--- config.mk ---
export PLATFORM = sky130hd
export DESIGN_NAME = vga_timing_gen
export DESIGN_NICKNAME = d
export VERILOG_FILES = /design/src/rtl/vga_timing_gen.sv
export SDC_FILE = /design/constraint.sdc
export NUM_CORES = 1
export LEC_CHECK = 0
export BUFFER_PORTS_ARGS = -buffer_cell sky130_fd_sc_hd__buf_4
export CAP_MARGIN = 25
export CORE_MARGIN = 3
export CORE_UTILIZATION = 58
export CTS_CLUSTER_SIZE = 28
export DETAILED_ROUTE_END_ITERATION = 7
export GPL_ROUTABILITY_DRIVEN = 0
export GPL_TIMING_DRIVEN = 0
export PLACE_DENSITY = 0.82
export SLEW_MARGIN = 0
export SYNTH_ARGS = -nofsm -noshare
export SYNTH_HDL_FRONTEND = slang
export SYNTH_SLANG_ARGS = --single-unit
export TNS_END_PERCENT = 5
--- constraint.sdc ---
create_clock -name clk -period 4.66 [get_ports clk]
set_input_delay 0.466 -clock clk [delete_from_list [all_inputs] [get_ports clk]]
set_output_delay 0.466 -clock clk [all_outputs]
set_load 0.01 [all_outputs]
--- src/rtl/vga_timing_gen.sv ---
// ---------------------------------------------------------------------------
// vga_timing_gen
//
// Raster timing generator for a VGA pixel pipeline. It scans an
// H_TOTAL x V_TOTAL frame (default 800x525, visible 640x480) and produces
// registered pixel coordinates, a display-enable flag and active-low sync
// pulses. The syncs are held back by SYNC_DELAY pixel ticks so that they
// line up with the registered ROM-lookup latency of the pixel renderer.
//
// Optional feature macro: VGA_PIXEL_DIV_EN
//   defined   : pixel_tick comes from a 0..PIX_DIV-1 clock divider
//   undefined : pixel_tick is tied high and the counters advance every clk
//
// Ports:
//   clk         in   system clock
//   rst_n       in   synchronous, active-low reset
//   x           out  horizontal counter, 0..H_TOTAL-1
//   y           out  vertical counter,   0..V_TOTAL-1
//   display_en  out  high while x < H_ACTIVE and y < V_ACTIVE
//   hsync       out  active-low horizontal sync, SYNC_DELAY ticks late
//   vsync       out  active-low vertical sync,   SYNC_DELAY ticks late
//   pixel_tick  out  counter-advance strobe
//   frame_start out  one-clk pulse on the first clk at (0,0)
// ---------------------------------------------------------------------------
module vga_timing_gen #(
  parameter int H_ACTIVE         = 640,
  parameter int H_FP             = 16,
  parameter int H_SYNC           = 96,
  parameter int H_BP             = 48,
  parameter int V_ACTIVE         = 480,
  parameter int V_FP             = 10,
  parameter int V_SYNC           = 2,
  parameter int V_BP             = 33,
  parameter int SYNC_DELAY       = 2,
  parameter int PIX_DIV          = 4,
  parameter int COORDINATE_WIDTH = 10
) (
  input  logic                        clk,
  input  logic                        rst_n,
  output logic [COORDINATE_WIDTH-1:0] x,
  output logic [COORDINATE_WIDTH-1:0] y,
  output logic                        display_en,
  output logic                        hsync,
  output logic                        vsync,
  output logic                        pixel_tick,
  output logic                        frame_start
);

  localparam int CW      = COORDINATE_WIDTH;
  localparam int H_TOTAL = H_ACTIVE + H_FP + H_SYNC + H_BP;
  localparam int V_TOTAL = V_ACTIVE + V_FP + V_SYNC + V_BP;

  localparam logic [CW-1:0] H_LAST     = CW'(H_TOTAL - 1);
  localparam logic [CW-1:0] V_LAST     = CW'(V_TOTAL - 1);
  localparam logic [CW-1:0] H_ACT_LIM  = CW'(H_ACTIVE);
  localparam logic [CW-1:0] V_ACT_LIM  = CW'(V_ACTIVE);
  localparam logic [CW-1:0] HS_START   = CW'(H_ACTIVE + H_FP);
  localparam logic [CW-1:0] HS_END     = CW'(H_ACTIVE + H_FP + H_SYNC);
  localparam logic [CW-1:0] VS_START   = CW'(V_ACTIVE + V_FP);
  localparam logic [CW-1:0] VS_END     = CW'(V_ACTIVE + V_FP + V_SYNC);

  // Elaboration-time parameter legality checks.
  if (SYNC_DELAY < 0 || SYNC_DELAY > 7) begin : g_bad_sync_delay
    $error("vga_timing_gen: SYNC_DELAY must be within 0..7");
  end
  if (PIX_DIV < 2) begin : g_bad_pix_div
    $error("vga_timing_gen: PIX_DIV must be at least 2");
  end
  if (H_TOTAL > (1 << CW) || V_TOTAL > (1 << CW)) begin : g_bad_width
    $error("vga_timing_gen: COORDINATE_WIDTH too small for the frame size");
  end

  // -------------------------------------------------------------------------
  // Pixel tick
  // -------------------------------------------------------------------------
  logic tick;

`ifdef VGA_PIXEL_DIV_EN
  localparam int              DIV_W    = $clog2(PIX_DIV);
  localparam logic [DIV_W-1:0] DIV_LAST = DIV_W'(PIX_DIV - 1);

  logic [DIV_W-1:0] div_q;
  logic [DIV_W-1:0] div_d;

  always_comb begin
    tick  = (div_q == DIV_LAST);
    div_d = tick ? '0 : div_q + 1'b1;
  end

  always_ff @(posedge clk) begin
    if (!rst_n) begin
      div_q <= '0;
    end else begin
      div_q <= div_d;
    end
  end
`else
  assign tick = 1'b1;
`endif

  assign pixel_tick = tick;

  // -------------------------------------------------------------------------
  // Counters, display enable, frame start and sync pipelines
  // -------------------------------------------------------------------------
  logic [CW-1:0]       x_q, x_d;
  logic [CW-1:0]       y_q, y_d;
  logic                de_q, de_d;
  logic                fs_q, fs_d;
  // Stage 0 holds the decode of the current counters; each further stage
  // adds one tick of delay, so the last stage is SYNC_DELAY ticks late.
  logic [SYNC_DELAY:0] hs_pipe_q, hs_pipe_d;
  logic [SYNC_DELAY:0] vs_pipe_q, vs_pipe_d;

  always_comb begin
    x_d       = x_q;
    y_d       = y_q;
    de_d      = de_q;
    fs_d      = 1'b0;
    hs_pipe_d = hs_pipe_q;
    vs_pipe_d = vs_pipe_q;

    if (tick) begin
      if (x_q == H_LAST) begin
        x_d = '0;
        y_d = (y_q == V_LAST) ? '0 : y_q + 1'b1;
      end else begin
        x_d = x_q + 1'b1;
      end

      // Flags are decoded from the next counter values so they are
      // registered alongside x/y rather than lagging them by one tick.
      de_d = (x_d < H_ACT_LIM) && (y_d < V_ACT_LIM);
      fs_d = (x_d == '0) && (y_d == '0);

      // y only changes when x wraps, so vsync naturally moves at x=0.
      hs_pipe_d[0] = !((x_d >= HS_START) && (x_d < HS_END));
      vs_pipe_d[0] = !((y_d >= VS_START) && (y_d < VS_END));
      for (int i = 1; i <= SYNC_DELAY; i++) begin
        hs_pipe_d[i] = hs_pipe_q[i-1];
        vs_pipe_d[i] = vs_pipe_q[i-1];
      end
    end
  end

  always_ff @(posedge clk) begin
    if (!rst_n) begin
      // Parked on the last pixel so the first tick wraps into a new frame.
      x_q       <= H_LAST;
      y_q       <= V_LAST;
      de_q      <= 1'b0;
      fs_q      <= 1'b0;
      hs_pipe_q <= '1;
      vs_pipe_q <= '1;
    end else begin
      x_q       <= x_d;
      y_q       <= y_d;
      de_q      <= de_d;
      fs_q      <= fs_d;
      hs_pipe_q <= hs_pipe_d;
      vs_pipe_q <= vs_pipe_d;
    end
  end

  assign x           = x_q;
  assign y           = y_q;
  assign display_en  = de_q;
  assign frame_start = fs_q;
  assign hsync       = hs_pipe_q[SYNC_DELAY];
  assign vsync       = vs_pipe_q[SYNC_DELAY];

endmodule

-- After elaboration in Yosys (flattened, before gate mapping)
Cells that the tools add are included.
Widths: inputs -> output; s select.
- flip-flop bits (word level): 28
- input port bits: 2
- output and inout port bits: 25
- word-level logic and storage cells: 27
- add/sub/neg operators: 2
- order comparisons: 6
- equal/unequal tests: 2
- mux-type cells: 3
- reductions and logical operators: 8
- operators with widths (cell ; number):
    $mux 10 ; 3
    $add 10x1->10 const B ; 2
    $eq 10x10->1 const B ; 2
    $logic_not 10->1 ; 2
    $lt 10x10->1 const B ; 2
    $lt 10x9->1 const B ; 2
    $ge 10x10->1 const B ; 1
    $ge 10x9->1 const B ; 1
    $logic_and 1x1->1 ; 4
    $logic_not 1->1 ; 2

-- Depth between registers and ports, before layout
Gate-level depths: netlist of the first run.
- word-level depth: 6
- gate-level depth with buffers: 10
- gate-level depth less buffers: 8

-- Least setup slack after synthesis of the first run
OpenSTA, ideal clock, no wires.
- path type: register -> register
- start point: register x_q[0] (netlist: x[0])
- end point: register fs_q (netlist: frame_start)
- library setup time: 0.103 ns
- arrival time: 2.013 ns
- data required time: 4.557 ns
- slack: 2.544 ns
- cell stages (with the launch flop): 9
- buffers on the path: 1
- period minus slack after synthesis: 2.116 ns
- path through: dfxtp_1 > ha_1 > and4_4 > buf_6 > nand3_4 > or3_1 > xor2_1 > nand4bb_1 > a2111oi_2
- longest elaborated chain between the ends: 4
- ends and longest elaborated chain (element ; RTL line ; source):
    from (decl) ; 106 ; logic [CW-1:0] x_q, x_d;
    from (signal assigned) ; 149 ; x_q <= H_LAST;
    from (signal assigned) ; 156 ; x_q <= x_d;
    $add 10x1->10 / $eq 10x10->1 (equally long branches) ; 128, 124 ;
    $mux 10 ; 124 ; if (x_q == H_LAST) begin
    $logic_not 10->1 ; 134 ; fs_d = (x_d == '0) && (y_d == '0);
    $logic_and 1x1->1 (*) ; 134 ;
    to (signal assigned) ; 159 ; fs_q <= fs_d;
    to (decl) ; 109 ; logic fs_q, fs_d;
Mark *: on every way between the ends. The rest lies on a longest branch, timed or not.
A chain may end at the register's enable or synchronous reset.

-- Final worst setup path of the first run
Ends and elaborated chain as after synthesis.

==> results of run 1 <==
-- final timing paths --
kind                                              start                      end  slack [ns]  cells past startpoint
worst min-delay path                              rst_n  vs_pipe_q[2]$_SDFF_PN1_        0.33                      2
worst min register to register  hs_pipe_q[0]$_SDFF_PN1_  hs_pipe_q[1]$_SDFF_PN1_        0.43                      1
worst max register to register          x[0]$_SDFF_PN1_   frame_start$_SDFF_PN0_        2.27                      8
worst max-delay path                    x[0]$_SDFF_PN1_   frame_start$_SDFF_PN0_        2.27                      8
-- synth_stat cells, types with 2 or more instances --
cell / number
o22ai_1: 2
o21a_1: 3
nand2_1: 19
clkbuf_1: 3
and3_1: 9
or3_1: 2
and2_1: 4
nand3_1: 9
buf_2: 8
o311ai_0: 2
o21ai_0: 8
buf_6: 2
a21oi_1: 10
nor2b_1: 5
nor2_1: 7
xnor2_1: 5
nor3_1: 5
ha_1: 3
nor4b_1: 2
nor2_2: 2
xor2_1: 7
a21o_1: 3
nand4_1: 2
a31o_2: 2
nand2b_1: 5
inv_1: 4
dfxtp_1: 28
-- kinds of logic (layout without fill, tap and decap cells) --
logic type | count (synthesis) | after routing
other | 1 | 1
adders and majority gates | 3 | 3
and+or+nand+nor | 83 | 83
AOI/OAI and AO/OA | 44 | 44
buffers and inverters | 19 | 48
DFF | 28 | 28
xor gates and xnor gates | 12 | 12
-- through the flow --
stage	cells	total power (uW)	hold slack [ns]	area, um2
finish	249	1010	0.332	1890
global route	249	1100	0.311	1890
CTS	249	1010	0.330	1890
detailed placement	245	853	0.400	1840
global placement	245	836	0.389	1840
floorplan	190	710	0.386	1610
-- layout make-up --
cell class                      count  share of cell area
Sequential cell                    28               0.296
Tap cell                           30              0.0199
Buffer                             15              0.0450
Timing Repair Buffer               25              0.0993
Inverter                            4             0.00794
Multi-Input combinational cell    143               0.504
Clock inverter                      1              0.0159
Clock buffer                        3              0.0119
-- sequential cells by signal (all words and copies together), names as in the netlist --
signal and flops:
x 10, y 10, hs_pipe_q 3, vs_pipe_q 3, display_en 1, frame_start 1
-- metal layers --
metal / global-route usage / vias up / share of wire / wire length (um)
met5: 0 / - / 0 / 0
met4: 0.0388 / 0 / 0.0090 / 32
met3: 0.0351 / 6 / 0.051 / 181
met2: 0.399 / 38 / 0.50 / 1780
met1: 0.294 / 700 / 0.44 / 1580
li1: - / 737 / - / -
-- cells in the final DEF, fill, tap and decap left out, types with 3 or more instances in the layout --
master	netlist	routed
a21o_1	3	3
a21oi_1	10	10
and2_1	4	4
and3_1	9	9
buf_2	8	8
buf_4	1	26
clkbuf_1	3	3
clkbuf_4	0	3
dfxtp_1	28	28
ha_1	3	3
inv_1	4	4
nand2_1	19	19
nand2b_1	5	5
nand3_1	9	9
nor2_1	7	7
nor2b_1	5	5
nor3_1	5	5
o21a_1	3	3
o21ai_0	8	8
xnor2_1	5	5
xor2_1	7	7
-- power groups by stage --
| stage | Combinational [uW] | Clock (uW) | Sequential [uW] |
|---|---|---|---|
| 2_1_floorplan | 370 | 0 | 340 |
| 3_3_place_gp | 510 | 0 | 326 |
| 3_5_place_dp | 524 | 0 | 329 |
| 4_1_cts | 527 | 164 | 323 |
| 5_1_grt | 593 | 173 | 331 |
| 6_report | 526 | 163 | 324 |
-- critical path, stage by stage, from the launching register on --
cell and delay, ns:
dfxtp_1 0.42, ha_1 0.27, and4_4 0.24, buf_6 0.13, nand3_4 0.09, or3_1 0.39, xor2_1 0.30, nand4bb_1 0.17
a2111oi_2 0.26
==> results.ini, run 1 <==
[timing]
clock-skew-final_ns=0.0143
slew_viol_final=0
finalCriticalPeriod_ns=2.39
fin_setup_tns_ns=0
finalWorstSetupSlack_ns=2.27
hold_viol_final=0
min_period_over_period=0.513
timing.fmax_mhz=418
rsz0062_at_grt=false
setup_viol=0

[global_route]
grt_antenna_before_repair=0
overflow=0
grt_pass1_vias=1375
grtUsageTotal=0.226
grt_max_degree=17
grt_pass1_wl_um=6190

[pwr]
power.switching_uw=412
internal_power_uw=601
total_leakage_power_uw=0.000778
swShare=0.407
vdd_drop_max_v=0.000399
p_clk_frac=0.161
power_frac_seq=0.320
p_comb_frac=0.519
powerDensity_nw_per_um2=536

[logic_synthesis]
synthSimpleGateAreaFrac=0.301
synth_cell_types=56
yosysTopAreaCell=dfxtp_1
yosys_warnings=0
ys_seq_area_frac=0.348
synthMuxAreaShare=0
synth_xor_area_frac=0.0652
syn-num-nets=195
synth-edff-count=0
synth_top_family_by_area=simple AND/OR/NAND/NOR gates
yosys-top-cells-area=dfxtp_1, nand2_1, xor2_1
synth_ff_type=dfxtp_1
syn_inst=190
synth-compound-area-share=0.199
yosys.area.top_type_share=0.348
netlist_area_um2=1610
ys_ff_latch=28
async_flop_share=0
syn_area_per_cell_um2=8.49
synthAdderAreaFrac=0.0233

[placement]
pre_cts_slack_ns=2.32
portBuffers=25
place.detailed.hpwl_um=2650

[cells_and_area]
area_growth_pct=17.2
n_fill_cell=224
seq_area_um2=561
nNetsFinal=225
drive_gt1_frac=0.242
diodes=0
multi_input_area_um2=952
fin_util=0.736

[detailed_routing]
vias_per_cell=5.95
drt_pass1_iterations=4
vias=1481
drc=0
drtAntennaViolNets=0
wl_per_cell_um=14.4
drt_iter0_drc=57
routed_wl_um=3570

[run_status]
status=finished, final reports clean

[die]
fp.dieH_um=58.7
core_um2=2570
die_w_um=58.7
initial_core_util=0.628
ios=27
die_area_um2=3450
num_rows=18

[min_path]
hold_path.class=in2reg

[worst_setup_path]
end_kind=register
start_kind=register
critPathRequiredTime_ns=4.89
path_class=reg2reg
path_max_fanout=8
worstPathArrival_ns=2.62

[cts]
numCtsBuffers=3
cts_sinks=28
clock_latency_ns=0.34
cts_tree=built
cts_root_buf=clkbuf_4
holdBufCountCts=0
cts.clk_slew.worst_paths_ns=0.15
cts.htree.levels=1
post_cts_buffers=0
post_cts_resize_count=0
cts.path.max_buffers=2

[run]
maxCapViolations=0

(Power assumes the default switching activity.)
==> inputs of run 2 (changes only) <==
ABC_AREA = 1   (was not set)
CORE_UTILIZATION = 55   (was 58)
PLACE_DENSITY = 0.79   (was 0.82)
clock period = 2.3 ns   (was 4.66 ns; I/O delays follow)
==> results.ini, run 2 <==
[logic_synthesis]
synth_ff_type=dfxtp_1
async_flop_share=0  ; unchanged
ys_seq_area_frac=0.361  ; +0.0137
netlist_area_um2=1550  ; -3.8%
yosys-top-cells-area=dfxtp_1, nand2_1, inv_1
synth_cell_types=25  ; -55%
yosys_warnings=0  ; unchanged
syn-num-nets=245  ; +26%
synthMostInstantiatedCell=nand2_1
ys_ff_latch=28  ; unchanged
syn_inst=240  ; +26%
synth-edff-count=0  ; unchanged
synth_commonest_cells=nand2_1, inv_1, nor2_1
yosys.area.top_type_share=0.361  ; +0.0137
yosysTopAreaCell=dfxtp_1
syn_area_per_cell_um2=6.46  ; -24%

[cts]
numCtsBuffers=3  ; unchanged
holdBufCountCts=0  ; unchanged
post_cts_resize_count=0  ; unchanged
cts_root_buf=clkbuf_4
cts_tree=built
clock_latency_ns=0.33  ; about the same
cts.clk_slew.worst_paths_ns=0.15  ; about the same
cts.path.max_buffers=2  ; unchanged
cts_sinks=28  ; unchanged
post_cts_buffers=0  ; unchanged
cts.htree.levels=1  ; unchanged

[die]
fp.dieH_um=59.1  ; +0.65%
die_area_um2=3490  ; +1.3%
num_rows=18  ; unchanged
die_w_um=59.1  ; +0.65%
ios=27  ; unchanged
core_um2=2570  ; unchanged
initial_core_util=0.604  ; -0.0239

[timing]
timing.fmax_mhz=509  ; +22%
finalCriticalPeriod_ns=1.96  ; -0.427 ns
setup_viol=0  ; unchanged
fin_setup_tns_ns=0  ; unchanged
fin_hold_ws_ns=0.288  ; -0.0442 ns
hold_viol_final=0  ; unchanged
min_period_over_period=0.854  ; +0.341
slew_viol_final=0  ; unchanged
clock-skew-final_ns=0.00278  ; -0.0115 ns
rsz0062_at_grt=false

[detailed_routing]
routed_wl_um=3410  ; -4.5%
drt_iter0_drc=101  ; +77%
drt_pass1_iterations=4  ; unchanged
wl_per_cell_um=11.4  ; -20%
vias=1489  ; +0.54%
drc=0  ; unchanged
drtAntennaViolNets=0  ; unchanged
vias_per_cell=4.98  ; -16%

[cells_and_area]
n_fill_cell=241  ; +7.6%
area_growth_pct=17.9
final_common_cell=nand2_1
seq_area_um2=561  ; unchanged
diodes=0  ; unchanged
multi_input_area_um2=825  ; -13%
fin_util=0.712  ; -0.0239
layout_common_cells=nand2_1, inv_1, nor2_1
stdcell_area_um2=1830  ; -3.2%
drive_gt1_frac=0.193  ; -0.0487
nNetsFinal=275  ; +22%

[worst_setup_path]
r2r-start=x[0]$_SDFF_PN1_
worstPathArrival_ns=2.20  ; -0.42 ns
start_kind=register
worstPathCellList=ha_1, nand4_2, nor2_4, buf_6, nand2_1, nand2_1, nand3_1, nor2_1, nand3_1
critical-path-max-stage-delay_ns=0.50  ; +0.08 ns
critPathRequiredTime_ns=2.54  ; -2.35 ns
cpMaxStageDelayCell=dfxtp_1
startpoint=x[0]$_SDFF_PN1_
end_kind=register
path_max_fanout=10  ; +2
path_class=reg2reg

[global_route]
grtUsageTotal=0.213  ; -0.0137
grt_pass1_wl_um=5660  ; -8.5%
grt_antenna_before_repair=0  ; unchanged
grt_pass1_vias=1262  ; -8.2%
grt_max_degree=17  ; unchanged
overflow=0  ; unchanged

[placement]
place.detailed.hpwl_um=2650  ; about the same
portBuffers=25  ; unchanged
place_area_um2=1780  ; -3.3%

[pwr]
total_leakage_power_uw=0.000970  ; +25%
vdd_drop_max_v=0.000953  ; +140%
power.total_uw=2180  ; +120%
powerDensity_nw_per_um2=1190  ; +120%

[run_status]
status=finished, final reports clean

[min_path]
hold_path.class=in2reg
min_from=rst_n

[run]
maxCapViolations=0  ; unchanged

-- run 2: changes by cell type after synthesis, moves of 7 or more --
cell,delta
inv_1,+32
nand2_1,+57
nand3_1,+8
a21oi_1,-8
and3_1,-9
buf_2,-7
nor2_1,+27
-- run 2: critical path, delay by kind of cell (launching register included) --
family        cells  cell delay, ns
fa+ha+maj         1            0.31
flops             1            0.50
simple gates      7            0.90
buf+inv           1            0.17
-- run 2: final timing paths --
check / endpoint / cells past startpoint / slack (ns)
setup / recovery: vs_pipe_q[0]$_SDFF_PN1_ / 9 / 0.34
hold / removal: y[2]$_SDFF_PN1_ / 3 / 0.29
setup reg to reg: vs_pipe_q[0]$_SDFF_PN1_ / 9 / 0.34
hold reg to reg: vs_pipe_q[2]$_SDFF_PN1_ / 1 / 0.44
-- run 2: stage by stage --
stage	setup WS, ns	instances
after CTS	0.374	299
after global routing	0.167	299
final	0.336	299
after floorplan	0.619	240
after detailed placement	0.397	295
after global placement	0.360	295
-- run 2: where the power goes --
| part | switching (uW) | internal (uW) |
|---|---|---|
| sequential | 136 | 584 |
| clock | 147 | 176 |
| combinational | 714 | 427 |
| total | 997 | 1190 |
-- run 2: layout make-up --
class | count | share of cell area
clock inverters | 1 | 0.0164
plain buffers | 4 | 0.0150
inverters | 37 | 0.0759
flip-flops and latches | 28 | 0.306
multi-input cells | 171 | 0.451
clock buffers | 3 | 0.0123
well taps | 30 | 0.0205
repair buffers | 25 | 0.103
-- run 2: logic make-up (layout without fill, tap and decap cells) --
group,Yosys count,after routing,share of synthesized area
AOI/OAI and AO/OA,9,9,0.0323
xor gates and xnor gates,3,3,0.0169
adders and majority gates,3,3,0.0242
buffers and inverters,41,70,0.107
DFF,28,28,0.361
other,1,1,0.00242
and+or+nand+nor,155,155,0.456
-- run 2: routing by layer --
metal  routed length (um)  up-vias  GRT usage
li1                     -      791          -
met1                 1680      644      0.310
met4                   55        0     0.0939
met2                 1460       46      0.303
met5                    0        -          0
met3                  217        8     0.0392
